## config.mk

```make
export PLATFORM = sky130hd
export DESIGN_NAME = stack_alu_core_flat
export DESIGN_NICKNAME = d
export VERILOG_FILES = /design/src/rtl/stack_alu_if.sv /design/src/rtl/stack_alu_core.sv /design/src/flat_wrapper.sv
export SDC_FILE = /design/constraint.sdc
export NUM_CORES = 2
export LEC_CHECK = 0
export ABC_CLOCK_PERIOD_IN_PS = 9100
export CAP_MARGIN = 25
export CORE_MARGIN = 4
export CORE_UTILIZATION = 44
export DETAILED_ROUTE_END_ITERATION = 8
export PLACE_DENSITY = 0.71
export RECOVER_POWER = 25
export SYNTH_ARGS = -nofsm -noshare
export SYNTH_HDL_FRONTEND = slang
export SYNTH_SLANG_ARGS = --single-unit
```

## constraint.sdc

```tcl
create_clock -name clk -period 9.1 [get_ports clk]
set_input_delay 2.275 -clock clk [delete_from_list [all_inputs] [get_ports clk]]
set_output_delay 2.275 -clock clk [all_outputs]
set_load 0.005 [all_outputs]
```

## src/rtl/stack_alu_if.sv

```systemverilog
// Token handshake and status bus between the token sources/display consumers and the RPN core.
interface stack_alu_if #(
  parameter int WIDTH = 32,
  parameter int DEPTH = 8
);
  localparam int DW = $clog2(DEPTH + 1);

  logic             clear;
  logic             tok_valid;
  logic             tok_ready;
  logic             tok_kind;
  logic [2:0]       tok_op;
  logic [WIDTH-1:0] tok_data;
  logic [WIDTH-1:0] top;
  logic [DW-1:0]    depth;
  logic             busy;
  logic [WIDTH-1:0] result;
  logic             result_valid;
  logic             err;
  logic [2:0]       err_code;

  modport master (
    output clear, tok_valid, tok_kind, tok_op, tok_data,
    input  tok_ready, top, depth, busy, result, result_valid, err, err_code
  );

  modport slave (
    input  clear, tok_valid, tok_kind, tok_op, tok_data,
    output tok_ready, top, depth, busy, result, result_valid, err, err_code
  );
endinterface

```

## src/rtl/stack_alu_core.sv

```systemverilog
// RPN evaluation core: signed operand stack with arithmetic/stack ops,
// multi-cycle restoring division and sticky error reporting.
//
// state | meaning
// IDLE  | accepting tokens
// DIV   | restoring divide, one quotient bit per cycle
// FIX   | apply quotient sign, pop two, push quotient
module stack_alu_core #(
  parameter int WIDTH = 32,
  parameter int DEPTH = 8
) (
  input  logic clk,
  input  logic reset,
  stack_alu_if.slave bus
);
  localparam int DW = $clog2(DEPTH + 1);
  localparam int CW = $clog2(WIDTH);
  localparam logic [DW-1:0] DEPTH_FULL = DW'(DEPTH);
  localparam logic [DW-1:0] DEPTH_TWO  = DW'(2);

  localparam logic [2:0] OP_ADD = 3'd0;
  localparam logic [2:0] OP_SUB = 3'd1;
  localparam logic [2:0] OP_MUL = 3'd2;
  localparam logic [2:0] OP_DIV = 3'd3;
  localparam logic [2:0] OP_NEG = 3'd4;
  localparam logic [2:0] OP_DUP = 3'd5;
  localparam logic [2:0] OP_SWP = 3'd6;
  localparam logic [2:0] OP_EQU = 3'd7;

  typedef enum logic [1:0] {S_IDLE, S_DIV, S_FIX} state_t;

  state_t           r_state;
  state_t           w_state_nxt;

  // Entry 0 is TOS, entry 1 is NOS; pushes shift toward higher indices.
  logic [WIDTH-1:0] r_stack [DEPTH];
  logic [DW-1:0]    r_depth;
  logic [WIDTH-1:0] r_result;
  logic             r_result_valid;
  logic             r_err;
  logic [2:0]       r_err_code;

  logic [WIDTH-1:0] r_quo;
  logic [WIDTH-1:0] r_rem;
  logic [WIDTH-1:0] r_dsr;
  logic             r_neg;
  logic [CW-1:0]    r_cnt;

  logic             w_accept;
  logic [2:0]       w_chk;
  logic             w_div_start;
  logic [WIDTH-1:0] w_tos;
  logic [WIDTH-1:0] w_nos;
  logic [WIDTH-1:0] w_tos_mag;
  logic [WIDTH-1:0] w_nos_mag;
  logic [WIDTH-1:0] w_bin;
  logic [WIDTH:0]   w_trial;
  logic [WIDTH-1:0] w_quot;

  assign bus.tok_ready    = (r_state == S_IDLE) && !bus.clear;
  assign bus.top          = (r_depth == '0) ? '0 : r_stack[0];
  assign bus.depth        = r_depth;
  assign bus.busy         = (r_state != S_IDLE);
  assign bus.result       = r_result;
  assign bus.result_valid = r_result_valid;
  assign bus.err          = r_err;
  assign bus.err_code     = r_err_code;

  assign w_accept  = bus.tok_valid && bus.tok_ready;
  assign w_tos     = r_stack[0];
  assign w_nos     = r_stack[1];
  assign w_tos_mag = w_tos[WIDTH-1] ? -w_tos : w_tos;
  assign w_nos_mag = w_nos[WIDTH-1] ? -w_nos : w_nos;
  assign w_trial   = {r_rem, r_quo[WIDTH-1]} - {1'b0, r_dsr};
  assign w_quot    = r_neg ? -r_quo : r_quo;
  assign w_div_start = w_accept && !r_err && bus.tok_kind &&
                       (bus.tok_op == OP_DIV) && (w_chk == 3'd0);

  // Precondition check for the presented token; underflow is tested first so it wins.
  always_comb begin
    w_chk = 3'd0;
    if (!bus.tok_kind) begin
      if (r_depth == DEPTH_FULL) w_chk = 3'd2;
    end else begin
      case (bus.tok_op)
        OP_ADD, OP_SUB, OP_MUL, OP_SWP: if (r_depth < DEPTH_TWO) w_chk = 3'd1;
        OP_DIV: begin
          if (r_depth < DEPTH_TWO) w_chk = 3'd1;
          else if (w_tos == '0)    w_chk = 3'd3;
        end
        OP_NEG: if (r_depth == '0) w_chk = 3'd1;
        OP_DUP: begin
          if (r_depth == '0)              w_chk = 3'd1;
          else if (r_depth == DEPTH_FULL) w_chk = 3'd2;
        end
        default: begin
          if (r_depth == '0)            w_chk = 3'd1;
          else if (r_depth != DW'(1))   w_chk = 3'd4;
        end
      endcase
    end
  end

  // Result of the two-operand arithmetic ops (wraps modulo 2^WIDTH).
  always_comb begin
    w_bin = w_nos + w_tos;
    case (bus.tok_op)
      OP_SUB:  w_bin = w_nos - w_tos;
      OP_MUL:  w_bin = w_nos * w_tos;
      default: w_bin = w_nos + w_tos;
    endcase
  end

  // Next-state logic; clear aborts any division.
  always_comb begin
    w_state_nxt = r_state;
    case (r_state)
      S_IDLE:  if (w_div_start) w_state_nxt = S_DIV;
      S_DIV:   if (r_cnt == '0) w_state_nxt = S_FIX;
      S_FIX:   w_state_nxt = S_IDLE;
      default: w_state_nxt = S_IDLE;
    endcase
    if (bus.clear) w_state_nxt = S_IDLE;
  end

  // State register.
  always_ff @(posedge clk or negedge reset) begin
    if (!reset) r_state <= S_IDLE;
    else        r_state <= w_state_nxt;
  end

  // Stack, result, error and divider datapath.
  always_ff @(posedge clk or negedge reset) begin
    if (!reset) begin
      for (int i = 0; i < DEPTH; i++) r_stack[i] <= '0;
      r_depth        <= '0;
      r_result       <= '0;
      r_result_valid <= 1'b0;
      r_err          <= 1'b0;
      r_err_code     <= 3'd0;
      r_quo          <= '0;
      r_rem          <= '0;
      r_dsr          <= '0;
      r_neg          <= 1'b0;
      r_cnt          <= '0;
    end else if (bus.clear) begin
      r_depth        <= '0;
      r_result       <= '0;
      r_result_valid <= 1'b0;
      r_err          <= 1'b0;
      r_err_code     <= 3'd0;
    end else begin
      r_result_valid <= 1'b0;
      case (r_state)
        S_IDLE: begin
          if (w_accept && !r_err) begin
            if (w_chk != 3'd0) begin
              r_err      <= 1'b1;
              r_err_code <= w_chk;
            end else if (!bus.tok_kind) begin
              for (int i = DEPTH - 1; i > 0; i--) r_stack[i] <= r_stack[i-1];
              r_stack[0] <= bus.tok_data;
              r_depth    <= r_depth + DW'(1);
            end else begin
              case (bus.tok_op)
                OP_ADD, OP_SUB, OP_MUL: begin
                  for (int i = 1; i < DEPTH - 1; i++) r_stack[i] <= r_stack[i+1];
                  r_stack[0] <= w_bin;
                  r_depth    <= r_depth - DW'(1);
                end
                OP_DIV: begin
                  r_quo <= w_nos_mag;
                  r_dsr <= w_tos_mag;
                  r_rem <= '0;
                  r_neg <= w_nos[WIDTH-1] ^ w_tos[WIDTH-1];
                  r_cnt <= CW'(WIDTH - 1);
                end
                OP_NEG: r_stack[0] <= -w_tos;
                OP_DUP: begin
                  for (int i = DEPTH - 1; i > 0; i--) r_stack[i] <= r_stack[i-1];
                  r_depth <= r_depth + DW'(1);
                end
                OP_SWP: begin
                  r_stack[0] <= w_nos;
                  r_stack[1] <= w_tos;
                end
                default: begin
                  r_result       <= w_tos;
                  r_result_valid <= 1'b1;
                  r_depth        <= '0;
                end
              endcase
            end
          end
        end
        S_DIV: begin
          if (!w_trial[WIDTH]) begin
            r_rem <= w_trial[WIDTH-1:0];
            r_quo <= {r_quo[WIDTH-2:0], 1'b1};
          end else begin
            r_rem <= {r_rem[WIDTH-2:0], r_quo[WIDTH-1]};
            r_quo <= {r_quo[WIDTH-2:0], 1'b0};
          end
          r_cnt <= r_cnt - CW'(1);
        end
        S_FIX: begin
          for (int i = 1; i < DEPTH - 1; i++) r_stack[i] <= r_stack[i+1];
          r_stack[0] <= w_quot;
          r_depth    <= r_depth - DW'(1);
        end
        default: ;
      endcase
    end
  end
endmodule

```

## src/flat_wrapper.sv

```systemverilog
// flat-port wrapper written by rule: the top's interface ports become plain ports
module stack_alu_core_flat 
#(
  parameter int WIDTH = 32,
  parameter int DEPTH = 8
)
  (clk, reset, bus_clear, bus_tok_valid, bus_tok_kind, bus_tok_op, bus_tok_data, bus_tok_ready, bus_top, bus_depth, bus_busy, bus_result, bus_result_valid, bus_err, bus_err_code);
  stack_alu_if #(.WIDTH(WIDTH), .DEPTH(DEPTH)) bus_i ();
  input  logic clk;
  input  logic reset;
  input wire logic [$bits(bus_i.clear)-1:0] bus_clear;
  input wire logic [$bits(bus_i.tok_valid)-1:0] bus_tok_valid;
  input wire logic [$bits(bus_i.tok_kind)-1:0] bus_tok_kind;
  input wire logic [$bits(bus_i.tok_op)-1:0] bus_tok_op;
  input wire logic [$bits(bus_i.tok_data)-1:0] bus_tok_data;
  output wire logic [$bits(bus_i.tok_ready)-1:0] bus_tok_ready;
  output wire logic [$bits(bus_i.top)-1:0] bus_top;
  output wire logic [$bits(bus_i.depth)-1:0] bus_depth;
  output wire logic [$bits(bus_i.busy)-1:0] bus_busy;
  output wire logic [$bits(bus_i.result)-1:0] bus_result;
  output wire logic [$bits(bus_i.result_valid)-1:0] bus_result_valid;
  output wire logic [$bits(bus_i.err)-1:0] bus_err;
  output wire logic [$bits(bus_i.err_code)-1:0] bus_err_code;
  assign bus_i.clear = bus_clear;
  assign bus_i.tok_valid = bus_tok_valid;
  assign bus_i.tok_kind = bus_tok_kind;
  assign bus_i.tok_op = bus_tok_op;
  assign bus_i.tok_data = bus_tok_data;
  assign bus_tok_ready = bus_i.tok_ready;
  assign bus_top = bus_i.top;
  assign bus_depth = bus_i.depth;
  assign bus_busy = bus_i.busy;
  assign bus_result = bus_i.result;
  assign bus_result_valid = bus_i.result_valid;
  assign bus_err = bus_i.err;
  assign bus_err_code = bus_i.err_code;
  stack_alu_core #(.WIDTH(WIDTH), .DEPTH(DEPTH)) u_core (.clk(clk), .reset(reset), .bus(bus_i));
endmodule
```

==> flow_summary.toml <==
[cts]
cts.sinks = 401
clk_pin_slew_ns = 0.06
cts-resized-gates = 0
cts_buffers = 46
hold_buffers = 0
cts_root_buf = "clkbuf_16"
cts_tree = "yes"
clock_path_buffers = 3
ctsHtreeMaxLevel = 2
post_cts_buffers = 0
worst_skew_pair.late_latency_ns = 0.63

[route]
antenna_left = 0
dr.first_iter.drc_count = 3304
routedWlPerCell_um = 22.1
dr.pass1.iters = 8
vias_per_cell = 5.89
num_vias = 34300
routed_wl_um = 129000
drc_errors = 0

[timing]
holdWs_ns = 0.481
tightest_slew_ns = 3.43
slew_headroom = -1.29
clock_skew_ns = 0.0348
fmax_ghz = 0.124
finalMaxSlewViolations = 138
hold_viol_final = 0
rsz0062_at_grt = "false"
finalCriticalPeriod_ns = 8.04
finalCritPeriodShare = 0.884
setup_slack_ns = 1.06
finalSetupViolCount = 0
fin_setup_tns_ns = 0

[job]
maxCapViolCount = 1

[floorplanning]
initial_core_util = 0.446
fp-row-count = 110
die_w_um = 311
die_h_um = 311
num_io_pins = 115
core_um2 = 90400
die_area_um2 = 96600

[logic_synthesis]
syn_area_per_cell_um2 = 8.66
ys_types = 76
syn_area_um2 = 40300
synth_top_flop_cell = "dfrtp_1"
synth.largest_area_cell = "dfrtp_1"
synth-seq-cells = 401
synth-edff-count = 0
synth_top_area_frac = 0.249
synth_cells = 4656
yosys-top-cells-area = "dfrtp_1 25%, fa_1 20%, nand2_1 6.6%, ha_1 6.1%, and2_1 4.8%"
seq_area_frac_synth = 0.249
yosysWarnings = 0
async_flop_share = 1.00
synth_nets = 5302

[setup_path]
cp-start-kind = "flop"
crit_required_ns = 9.58
worstSetupPathType = "flop to flop"
r2r_start = "u_core.w_nos[15]$_DFFE_PN0P_"
path_max_fanout = 25
end_kind = "flop"
arrival_ns = 8.53
startpoint = "u_core.w_nos[15]$_DFFE_PN0P_"

[power]
power_frac_seq = 0.307
power_frac_comb = 0.439
power_switching_mw = 3.24
leakage_nw = 20.1
ir_worst_vdd_mv = 0.144
p_int_mw = 4.29
clkPwrFrac = 0.254
swShare = 0.430
p_per_area_nw_per_um2 = 169

[final_layout]
final_nets = 5248
regArea_um2 = 10000
drive_above_1_share = 0.0621
area_growth_pct = 10.1
final_common_cell = "nand2_1"
multi_input_area_um2 = 27400
layout_common_cells = "706 x nand2_1, 450 x inv_1, 410 x fa_1"
fillers = 8382

[status]
violations = "capacitance limit, slew limit"
status = "finished, violations left"

[global_route]
antenna_found_initial = 3
grt_usage = 0.263
grt_pass1_wl_um = 201000
grt_max_degree = 211
grt-ovfl-total = 0
grt_pass1_vias = 34400

[place]
gp_congestion = 0.993
portBuffers = 114
pre_cts_ws_ns = 1.14
place_hpwl_um = 93700

[worst_hold_path]
min_from = "u_core.r_dsr[23]$_DFFE_PN0P_"
hold_path.class = "flop to flop"
-- cells in the mapped netlist, types with 6 or more instances --
cell,count
nor4_1,9
a22o_1,6
a211oi_1,20
and2_1,311
xnor2_1,162
or3_1,37
nand2_1,706
or4_1,11
fa_1,410
nor3_1,48
o211ai_1,26
o21a_1,27
a311oi_1,8
mux2_2,34
nor2_1,174
or2_2,13
inv_1,450
a21o_1,33
o41ai_1,13
dfrtp_1,401
o31a_1,7
o31ai_1,25
a211o_1,11
o21ai_0,376
buf_2,12
o221ai_1,10
a221oi_1,14
xor2_1,103
a22oi_1,193
a31oi_1,23
o2111ai_1,6
nand4_1,7
and3_1,15
o21ai_1,6
o22ai_1,32
nor2b_1,48
a21oi_1,145
mux2i_1,25
nand3_1,66
clkbuf_1,314
o21bai_1,10
o221a_2,6
nand2b_1,21
ha_1,196
buf_1,14
-- sequential cells by signal (all words and copies together) (netlist names) --
signal	flops
u_core.w_nos	32
u_core.bus.depth	4
u_core.r_neg	1
u_core.r_quo	32
u_core.bus.result	32
u_core.r_stack	192
u_core.r_state	2
u_core.bus.err	1
u_core.r_rem	32
u_core.bus.result_valid	1
u_core.bus.err_code	3
u_core.r_dsr	32
u_core.r_cnt	5
u_core.w_tos	32
-- through the flow --
| stage | utilization | area, um^2 | instances | power [mW] |
|---|---|---|---|---|
| floorplan | - | 40300 | 4656 | 4.38 |
| global placement | 0.472 | 42700 | 5723 | 5.46 |
| detailed placement | 0.473 | 42800 | 5727 | 5.52 |
| CTS | 0.490 | 44300 | 5812 | 7.46 |
| global route | 0.491 | 44400 | 5815 | 7.95 |
| finish | 0.491 | 44400 | 5816 | 7.53 |
-- path summary, 6_finish.rpt --
kind	depth (start not counted)	end	slack, ns
worst max register to register	23	u_core.w_tos[30]$_DFFE_PN0P_	1.06
worst max-delay path	23	u_core.w_tos[30]$_DFFE_PN0P_	1.06
worst min register to register	2	u_core.r_dsr[23]$_DFFE_PN0P_	0.48
max in group asynchronous	2	u_core.r_stack[164]$_DFFE_PN0P_	3.51
worst min-delay path	2	u_core.r_dsr[23]$_DFFE_PN0P_	0.48
min in group asynchronous	1	u_core.w_tos[10]$_DFFE_PN0P_	1.75
-- power by group through the flow --
stage | combinational [mW] | sequential, mW | clock [mW]
final | 3.30 | 2.31 | 1.91
after global routing | 3.59 | 2.33 | 2.03
after CTS | 3.21 | 2.31 | 1.95
after detailed placement | 3.18 | 2.34 | 0
after global placement | 3.12 | 2.34 | 0
after floorplan | 2.27 | 2.11 | 0
-- final cells by class --
class,instances,area share
clock inverter,22,0.00569
multi-input combinational,3461,0.617
sequential,401,0.226
inverter,452,0.0382
timing repair buffer,240,0.0506
clock buffer,63,0.0294
antenna,1,0.0000564
tap,1176,0.0331
-- logic make-up (layout without fill, tap and decap cells) --
kind of cell | count (synthesis) | after routing | share of synthesized area
AOI/OAI and AO/OA | 1039 | 1039 | 0.164
other | 0 | 1 | 0
muxes | 59 | 59 | 0.0157
xor gates and xnor gates | 265 | 265 | 0.0575
buffers and inverters | 794 | 777 | 0.0745
and+or+nand+nor | 1492 | 1492 | 0.175
adders and majority gates | 606 | 606 | 0.264
DFF | 401 | 401 | 0.249
-- worst max-delay path, cell delays in order (launching register included) --
cell      delay (ns)
dfrtp_1         1.09
and2_1          0.27
fa_1            0.42
inv_1           0.08
fa_1            0.44
fa_1            0.48
fa_1            0.54
inv_1           0.05
fa_1            0.50
inv_1           0.05
fa_1            0.52
inv_1           0.05
fa_1            0.49
fa_1            0.41
ha_1            0.24
nand2b_1        0.17
or3_1           0.31
o211ai_1        0.31
o21ai_0         0.20
a221oi_1        0.44
o21ai_0         0.22
xnor2_1         0.19
o311ai_0        0.13
mux2_2          0.30
-- per-layer routing --
layer | up-vias | share of wire | GRT usage
li1 | 15300 | - | -
met1 | 17000 | 0.40 | 0.347
met2 | 1621 | 0.44 | 0.410
met3 | 370 | 0.11 | 0.0751
met4 | 0 | 0.049 | 0.106
met5 | - | 0 | 0
Note: power is estimated with default switching activity, not from simulation.
